--- src/rtl/led_run_core_if.sv ---
// LED drive bus between the marquee core and the pin/consumer side.
// Latency: none, plain wires.
// Backpressure: none; the LED bus is a free-running level output.
interface led_run_core_if;
    logic [7:0] led;

    // The core drives the LED bank.
    modport master (output led);

    // Pins, monitors or a testbench observe it.
    modport slave (input led);
endinterface

--- src/rtl/led_run_core.sv ---
// Running-light driver for an 8-LED bank: one lit LED that steps every TICK_CNT cycles.
// Latency: the first step lands TICK_CNT edges after reset release, then one step every TICK_CNT edges.
// Backpressure: none; the core free-runs whenever it is out of reset.
module led_run_core #(
    parameter int unsigned TICK_CNT       = 25_000_000,
    parameter bit          BOUNCE         = 1'b0,
    parameter bit          LED_ACTIVE_LOW = 1'b0
) (
    input  logic           clk,
    input  logic           rstn,    // active-high despite the name
    led_run_core_if.master bus
);

    // Last prescaler value; the tick fires here and the counter wraps to zero.
    localparam logic [31:0] CNT_LAST = TICK_CNT - 32'd1;
    localparam logic [7:0]  PAT_INIT = 8'h01;
    localparam logic [7:0]  PAT_MSB  = 8'h80;
    localparam logic [7:0]  PAT_LSB  = 8'h01;

    // Direction only matters in ping-pong mode; rotation always moves left.
    typedef enum logic {
        DIR_LEFT  = 1'b0,
        DIR_RIGHT = 1'b1
    } dir_t;

    logic [31:0] cnt;
    logic        tick;
    logic [7:0]  pat;
    logic [7:0]  pat_nxt;
    dir_t        dir;
    dir_t        dir_nxt;
    logic        pat_onehot;

    // Prescaler: counts 0..TICK_CNT-1 and wraps, producing a one-cycle tick at the top.
    always_ff @(posedge clk or posedge rstn) begin
        if (rstn) begin
            cnt <= '0;
        end else if (tick) begin
            cnt <= '0;
        end else begin
            cnt <= cnt + 32'd1;
        end
    end

    assign tick = (cnt == CNT_LAST);

    // A single set bit means the pattern is sane; anything else is treated as corruption.
    assign pat_onehot = (pat != 8'h00) && ((pat & (pat - 8'h01)) == 8'h00);

    // Pattern and direction registers; only ever move on a tick.
    always_ff @(posedge clk or posedge rstn) begin
        if (rstn) begin
            pat <= PAT_INIT;
            dir <= DIR_LEFT;
        end else begin
            pat <= pat_nxt;
            dir <= dir_nxt;
        end
    end

    // Next-state logic: hold between ticks, recover from corruption, otherwise step the light.
    always_comb begin
        pat_nxt = pat;
        dir_nxt = dir;
        if (tick) begin
            if (!pat_onehot) begin
                // Recover to a known position rather than shifting garbage around.
                pat_nxt = PAT_INIT;
                dir_nxt = DIR_LEFT;
            end else if (!BOUNCE) begin
                // Circular left rotation; MSB wraps straight back to LSB.
                pat_nxt = {pat[6:0], pat[7]};
                dir_nxt = DIR_LEFT;
            end else begin
                // Ping-pong: turn around at each end so each end LED is lit for one step only.
                case (dir)
                    DIR_LEFT: begin
                        if (pat == PAT_MSB) begin
                            pat_nxt = {1'b0, pat[7:1]};
                            dir_nxt = DIR_RIGHT;
                        end else begin
                            pat_nxt = {pat[6:0], 1'b0};
                        end
                    end
                    DIR_RIGHT: begin
                        if (pat == PAT_LSB) begin
                            pat_nxt = {pat[6:0], 1'b0};
                            dir_nxt = DIR_LEFT;
                        end else begin
                            pat_nxt = {1'b0, pat[7:1]};
                        end
                    end
                    default: begin
                        pat_nxt = PAT_INIT;
                        dir_nxt = DIR_LEFT;
                    end
                endcase
            end
        end
    end

    // LED drive straight from the pattern register, optionally inverted for sinking drivers.
    generate
        if (LED_ACTIVE_LOW) begin : g_active_low
            assign bus.led = ~pat;
        end else begin : g_active_high
            assign bus.led = pat;
        end
    endgenerate

endmodule

--- src/flat_wrapper.sv ---
// flat-port wrapper written by rule: the top's interface ports become plain ports
module led_run_core_flat 
#(
    parameter int unsigned TICK_CNT       = 25_000_000,
    parameter bit          BOUNCE         = 1'b0,
    parameter bit          LED_ACTIVE_LOW = 1'b0
)
  (clk, rstn, bus_led);
  led_run_core_if bus_i ();
  input  logic clk;
  input  logic rstn;
  output wire logic [$bits(bus_i.led)-1:0] bus_led;
  assign bus_led = bus_i.led;
  led_run_core #(.TICK_CNT(TICK_CNT), .BOUNCE(BOUNCE), .LED_ACTIVE_LOW(LED_ACTIVE_LOW)) u_core (.clk(clk), .rstn(rstn), .bus(bus_i));
endmodule
--- config.mk ---
export PLATFORM = sky130hd
export DESIGN_NAME = led_run_core_flat
export DESIGN_NICKNAME = d
export VERILOG_FILES = /design/src/rtl/led_run_core_if.sv /design/src/rtl/led_run_core.sv /design/src/flat_wrapper.sv
export SDC_FILE = /design/constraint.sdc
export NUM_CORES = 1
export LEC_CHECK = 0
export CORE_UTILIZATION = 53
export DETAILED_ROUTE_END_ITERATION = 12
export GPL_ROUTABILITY_DRIVEN = 0
export PLACE_DENSITY = 0.72
export SYNTH_ARGS = -nofsm -noshare
export SYNTH_HDL_FRONTEND = slang
export SYNTH_SLANG_ARGS = --single-unit
--- constraint.sdc ---
create_clock -name clk -period 2.1 [get_ports clk]
set_clock_uncertainty 0.05 [all_clocks]
set_input_delay 0.21 -clock clk [delete_from_list [all_inputs] [get_ports clk]]
set_output_delay 0.21 -clock clk [all_outputs]
set_load 0.05 [all_outputs]
==> qor.yml, run 1 <==
yosys:
  synth_edf_count: 0
  synth.cell_area_sq_um: 2040
  netlist-cell-type-count: 39
  async_flop_share_pct: 100
  synthTopCellsByCount: "dfrtp_1, nand2_1, xnor2_1"
  syn_nets: 210
  synth_most_common_cell: "dfrtp_1"
  synth-main-ff-cell: "dfrtp_1"
  synth_warnings: 0
  ys_seq_area_share_pct: 49.1
  synth_seq_cells: 40
  syn_avg_cell_area_sq_um: 9.86
  synthTopCellsByArea: "dfrtp_1, xnor2_1, nand2_1"
  yosysTopAreaCell: "dfrtp_1"
  synth_top_area_share_pct: 47.8
  netlist_instances: 207
cells_and_area:
  design_area_sq_um: 2380
  fillers: 322
  multi_input_area_sq_um: 1010
  seqCellArea_sq_um: 1000
  syn2layout_area_growth_pct: 16.6
  layout-drive-gt1-share_pct: 15.3
  diodes: 0
  finalNetCount: 231
worst_setup_path:
  worstRegToRegCells: 5
  start_kind: "flop"
  r2r_end: "u_core.bus.led[6]$_DFFE_PP0N_"
  crit_path_cell_trace: "nor4b_2, nand4_1, or4_1, buf_6, mux2_2"
  endpoint: "u_core.bus.led[6]$_DFFE_PP0N_"
  cp_max_fo: 22
  end_kind: "flop"
  timing.rr.start: "u_core.cnt[8]$_DFF_PP0_"
  slowest_delay_ns: 0.52
  cp.arrival_ns: 2.15
  r2r_slack_ns: 0.08
  crit_start: "u_core.cnt[8]$_DFF_PP0_"
  slowest_stage: "or4_1"
  cp_num_cells: 5
  critPathTopFamily: "simple AND/OR/NAND/NOR gates"
  worstPathRequired_ns: 2.23
  critical_path_class: "flop to flop"
  crit_buf_inv: 1
floorplanning:
  die_x_microns: 64.1
  ioPinCount: 10
  fp.dieH_microns: 64.1
  core_area_sq_um: 3690
  die-area_sq_um: 4100
  initial_utilization_pct: 55.4
  row_count: 22
sta:
  slew_headroom_pct: 62.6
  setup_viol: 0
  holdWs_ns: 0.286
  finalMaxSlewViolations: 0
  hold_viol: 0
  setup_tns_ns: 0
  period_share_pct: 96.0
  layout_min_cycle_time_ns: 2.02
  grt_setup_unrepaired: "true"
  max_slew.worst_pin.slew_ns: 0.559
  clock.fmax_mhz: 496
clock_tree:
  cts.sinks: 40
  numCtsBuffers: 5
  clockRootBuffer: "clkbuf_8"
  postCtsHoldBufs: 0
  clock_latency_ns: 0.29
  htreeDepth: 2
  cts_tree: "built"
  clock_path_buffers: 2
  cts_setup_buffers: 0
  path_clk_slew_ns: 0.08
place:
  port_buffers: 9
  dpl_cell_area_sq_um: 2250
  dp_hpwl_microns: 2880
power_and_ir_drop:
  finalPower_mw: 1.31
  power_density_nw_per_um2: 551
  ir_drop_v: 0.000349
  p_leak_nw: 1.01
flow_run:
  max_cap_violations: 0
worst_hold_path:
  min-delay-path-class: "input port to async pin"
run_status:
  status: "completed"
route:
  dr.pass1.iters: 5
  wl_microns: 4100
  drtAntennaViolNets: 0
  drtIter0Drc: 131
  viasPerCell: 5.90
  num_vias: 1633
  wl_per_cell_microns: 14.8
  drc: 0
grt:
  grt_max_degree: 41
  grt_first_pass_wirelength_microns: 7180
  grt_overflow: 0
  grt_pass1_vias: 1617
  grt_util_all_layers_pct: 22.9
  antenna_found_initial: 0
-- area by class of cell --
cell class                 instances  area share [%]
multi-input combinational        153            42.6
sequential                        40            42.2
timing repair buffer              21            7.72
clock buffer                       6            3.47
tap                               48            2.52
inverter                           7            1.10
clock inverter                     2           0.420
-- stage by stage --
stage	cells	worst slack [ns]	util (%)
6_report	277	0.0847	64.6
5_1_grt	277	-0.00675	64.6
4_1_cts	277	0.0429	63.9
3_5_place_dp	269	0.000892	61.1
3_3_place_gp	269	0.0715	61.1
2_1_floorplan	207	0.150	-
-- power by group --
group | internal [mW] | leakage, nW | switching [mW]
sequential | 0.770 | 0.538 | 0
combinational | 0.00297 | 0.424 | 0.0144
clock | 0.262 | 0.0510 | 0.263
-- kinds of logic after synthesis --
group           count (synthesis)  synth area share (%)
buf+inv                        14                  2.94
flops                          40                  49.1
simple gates                   97                  27.5
mux                             4                  2.02
xor+xnor                       22                  9.44
compound gates                 29                  8.46
fa+ha+maj                       1                 0.613
-- flip-flops by register name, summed over array words and instances, names as in the netlist --
register,flops
u_core.bus.led,8
u_core.cnt,32
-- timing repair --
action / 4_1_cts / 5_1_grt
endpoints found under the setup margin: 3 / 5
endpoints found under the hold margin: 0 / 0
pin swaps: 0 / 0
resized for setup: 2 / 6
-- worst min-delay path by stage --
stage / start / endpoint / slack [ns]
after floorplan: rstn / u_core.bus.led[1]$_DFFE_PP0N_ / 0.38
after global placement: u_core.cnt[31]$_DFF_PP0_ / u_core.cnt[31]$_DFF_PP0_ / 0.42
after detailed placement: u_core.cnt[31]$_DFF_PP0_ / u_core.cnt[31]$_DFF_PP0_ / 0.42
after CTS: rstn / u_core.cnt[0]$_DFF_PP0_ / 0.30
after global routing: rstn / u_core.cnt[23]$_DFF_PP0_ / 0.34
final: rstn / u_core.cnt[12]$_DFF_PP0_ / 0.29
-- routing by layer --
layer	track usage (%)	routed length, microns
met1	27.8	1850
met5	0	0
met4	10.2	61
met2	38.2	2030
met3	5.89	156
-- worst reg2reg max path, stage by stage (launching register included) --
cell and delay, ns:
dfrtp_2 0.44, nor4b_2 0.28, nand4_1 0.14, or4_1 0.52
buf_6 0.19, mux2_2 0.29
-- layout by cell type (no fill, tap or decap), drive strengths merged, types with 4 or more instances in the layout --
master	count
dfrtp	39
nand2	21
xnor2	17
nand3	15
nand4	12
buf	12
nor2	11
clkdlybuf4s50	9
and2	8
o21ai	8
a21oi	8
inv	7
clkbuf	6
xor2	5
nor3	5
nor4	5
and3	4
Power figures use the tool's default switching activity.
==> run 2: changes to the inputs <==
--- a/config.mk
+++ b/config.mk
@@ -5,10 +5,11 @@
 export SDC_FILE = /design/constraint.sdc
 export NUM_CORES = 1
 export LEC_CHECK = 0
-export CORE_UTILIZATION = 53
+export CORE_UTILIZATION = 45
 export DETAILED_ROUTE_END_ITERATION = 12
 export GPL_ROUTABILITY_DRIVEN = 0
-export PLACE_DENSITY = 0.72
+export SETUP_SLACK_MARGIN = 0.02
+export SKIP_CTS_REPAIR_TIMING = 1
 export SYNTH_ARGS = -nofsm -noshare
 export SYNTH_HDL_FRONTEND = slang
 export SYNTH_SLANG_ARGS = --single-unit
==> run 2 against run 1 <==
  * Global-route usage decreased by 3.8 points
  * First-iteration DRC count down 21%
  * Combinational power increased by 2%
  * Sequential power barely moved
  * Count of clock-buffer cells in the layout fell by 1
  * Total power up 26%
  * Non-clock buffer count rose by 1
  * Wire length is 2.6% higher
  * Via count fell by 0.92%
  * Final cell count increased by 1.8%
==> qor.yml, run 2 (synthesis results as in run 1) <==
run_status:
  status: "completed"
grt:
  grt_pass1_vias: 1609  # -0.49%
  grt_max_degree: 41  # unchanged
  grt_util_all_layers_pct: 19.2  # -3.8 points
  grt_overflow: 0  # unchanged
  grt_first_pass_wirelength_microns: 7310  # +1.8%
  antenna_found_initial: 0  # unchanged
sta:
  period_share_pct: 95.3  # -0.70 points
  layout_min_cycle_time_ns: 2.00  # -0.0148 ns
  grt_setup_unrepaired: "false"
  setup_tns_ns: 0  # unchanged
  holdWs_ns: 0.280  # -0.00574 ns
  hold_viol: 0  # unchanged
  clock.fmax_mhz: 500  # +0.74%
  slew_headroom_pct: 66.1  # +3.5 points
  setup_viol: 0  # unchanged
  max_slew.worst_pin.slew_ns: 0.507  # -0.0518 ns
  finalMaxSlewViolations: 0  # unchanged
cells_and_area:
  max_flop_register: "u_core.cnt"
  syn2layout_area_growth_pct: 20.6
  largest_register_ffs: 32  # unchanged
  diodes: 0  # unchanged
  finalNetCount: 232  # +0.43%
  layout_commonest_cell: "dfrtp_1"
  layout-drive-gt1-share_pct: 15.2  # -0.066 points
  final_cell_mix: "dfrtp_1, nand2_1, xnor2_1"
route:
  drtIter0Drc: 104  # -21%
  drtAntennaViolNets: 0  # unchanged
  num_vias: 1618  # -0.92%
  wl_microns: 4210  # +2.6%
  dr.pass1.iters: 4  # -1
  drc: 0  # unchanged
  wl_per_cell_microns: 14.9  # +0.74%
  viasPerCell: 5.74  # -2.7%
worst_setup_path:
  crit_start: "u_core.cnt[31]$_DFF_PP0_"
  cp_max_fo: 22  # unchanged
  endpoint: "u_core.bus.led[6]$_DFFE_PP0N_"
  worstPathRequired_ns: 2.23  # about the same
  cp.arrival_ns: 2.13  # -0.02 ns
  r2r_end: "u_core.bus.led[6]$_DFFE_PP0N_"
  crit_path_cell_trace: "nor4_2, nand4_1, or4_4, buf_8, mux2_2"
  slowest_delay_ns: 0.51  # about the same
  end_kind: "flop"
  timing.rr.start: "u_core.cnt[31]$_DFF_PP0_"
  r2r_slack_ns: 0.1  # about the same
  worstRegToRegCells: 5  # unchanged
  start_kind: "flop"
  critical_path_class: "flop to flop"
  slowest_stage: "or4_4"
clock_tree:
  clock_path_buffers: 2  # unchanged
  cts.sinks: 40  # unchanged
  clockRootBuffer: "clkbuf_8"
  numCtsBuffers: 5  # unchanged
  clock_latency_ns: 0.30  # about the same
  cts_tree: "built"
  path_clk_slew_ns: 0.09  # about the same
  htreeDepth: 2  # unchanged
place:
  dp_hpwl_microns: 3020  # +5.0%
  port_buffers: 9  # unchanged
flow_run:
  max_cap_violations: 0  # unchanged
floorplanning:
  fp.dieH_microns: 69.4  # +8.3%
  initial_utilization_pct: 46.9  # -8.5 points
  ioPinCount: 10  # unchanged
  core_area_sq_um: 4350  # +18%
  die_x_microns: 69.4  # +8.3%
  row_count: 24  # +9.1%
  die-area_sq_um: 4810  # +17%
power_and_ir_drop:
  p_leak_nw: 1.05  # +3.8%
  ir_drop_v: 0.000411  # +18%
  power_density_nw_per_um2: 673  # +22%
worst_hold_path:
  min-delay-path-class: "input port to async pin"
[run 2: worst min-delay path by stage]
| stage | end | slack (ns) | startpoint |
|---|---|---|---|
| CTS | u_core.cnt[2]$_DFF_PP0_ | 0.30 | rstn |
| finish | u_core.cnt[28]$_DFF_PP0_ | 0.28 | rstn |
| global placement | u_core.cnt[31]$_DFF_PP0_ | 0.42 | u_core.cnt[31]$_DFF_PP0_ |
| detailed placement | u_core.cnt[31]$_DFF_PP0_ | 0.43 | u_core.cnt[31]$_DFF_PP0_ |
| floorplan | u_core.bus.led[1]$_DFFE_PP0N_ | 0.38 | rstn |
| global route | u_core.cnt[2]$_DFF_PP0_ | 0.38 | rstn |
[run 2: per-layer routing]
layer / vias to the layer above / GRT usage, % / wire length (microns)
met3: 4 / 4.80 / 121
li1: 793 / - / -
met1: 799 / 24.7 / 1970
met5: - / 0 / 0
met4: 0 / 7.71 / 44
met2: 22 / 31.0 / 2070
[run 2: critical path, delay by kind of cell (launching register included)]
kind          cells  cell delay (ns)
flops             1             0.41
mux               1             0.27
simple gates      3             0.97
buf+inv           1             0.17
[run 2: cell type report]
cell class | instances | area (sq um)
Fill cell | 379 | 1890
Multi-Input combinational cell | 153 | 1010
Sequential cell | 40 | 1000
Timing Repair Buffer | 22 | 199
Clock inverter | 3 | 90.1
Clock buffer | 5 | 68.8
Tap cell | 52 | 65.1
Inverter | 7 | 26.3
[run 2: power by group]
| part | total [mW] | leakage (nW) | internal (mW) | switching, mW |
|---|---|---|---|---|
| Clock | 0.871 | 0.0784 | 0.595 | 0.276 |
| Sequential | 0.770 | 0.539 | 0.770 | 0 |
| Combinational | 0.0178 | 0.433 | 0.00297 | 0.0148 |
[run 2: metrics by stage]
stage / utilization, % / worst slack, ns / total power, mW / cell area, sq um / instances
after global routing: 56.6 / 0.0244 / 1.71 / 2460 / 282
after detailed placement: 52.1 / 0.0228 / 0.804 / 2270 / 274
after global placement: 52.1 / 0.0319 / 0.803 / 2270 / 274
final: 56.6 / 0.0995 / 1.66 / 2460 / 282
after floorplan: - / 0.150 / 0.796 / 2050 / 207
after CTS: 55.7 / 0.0215 / 1.67 / 2430 / 282
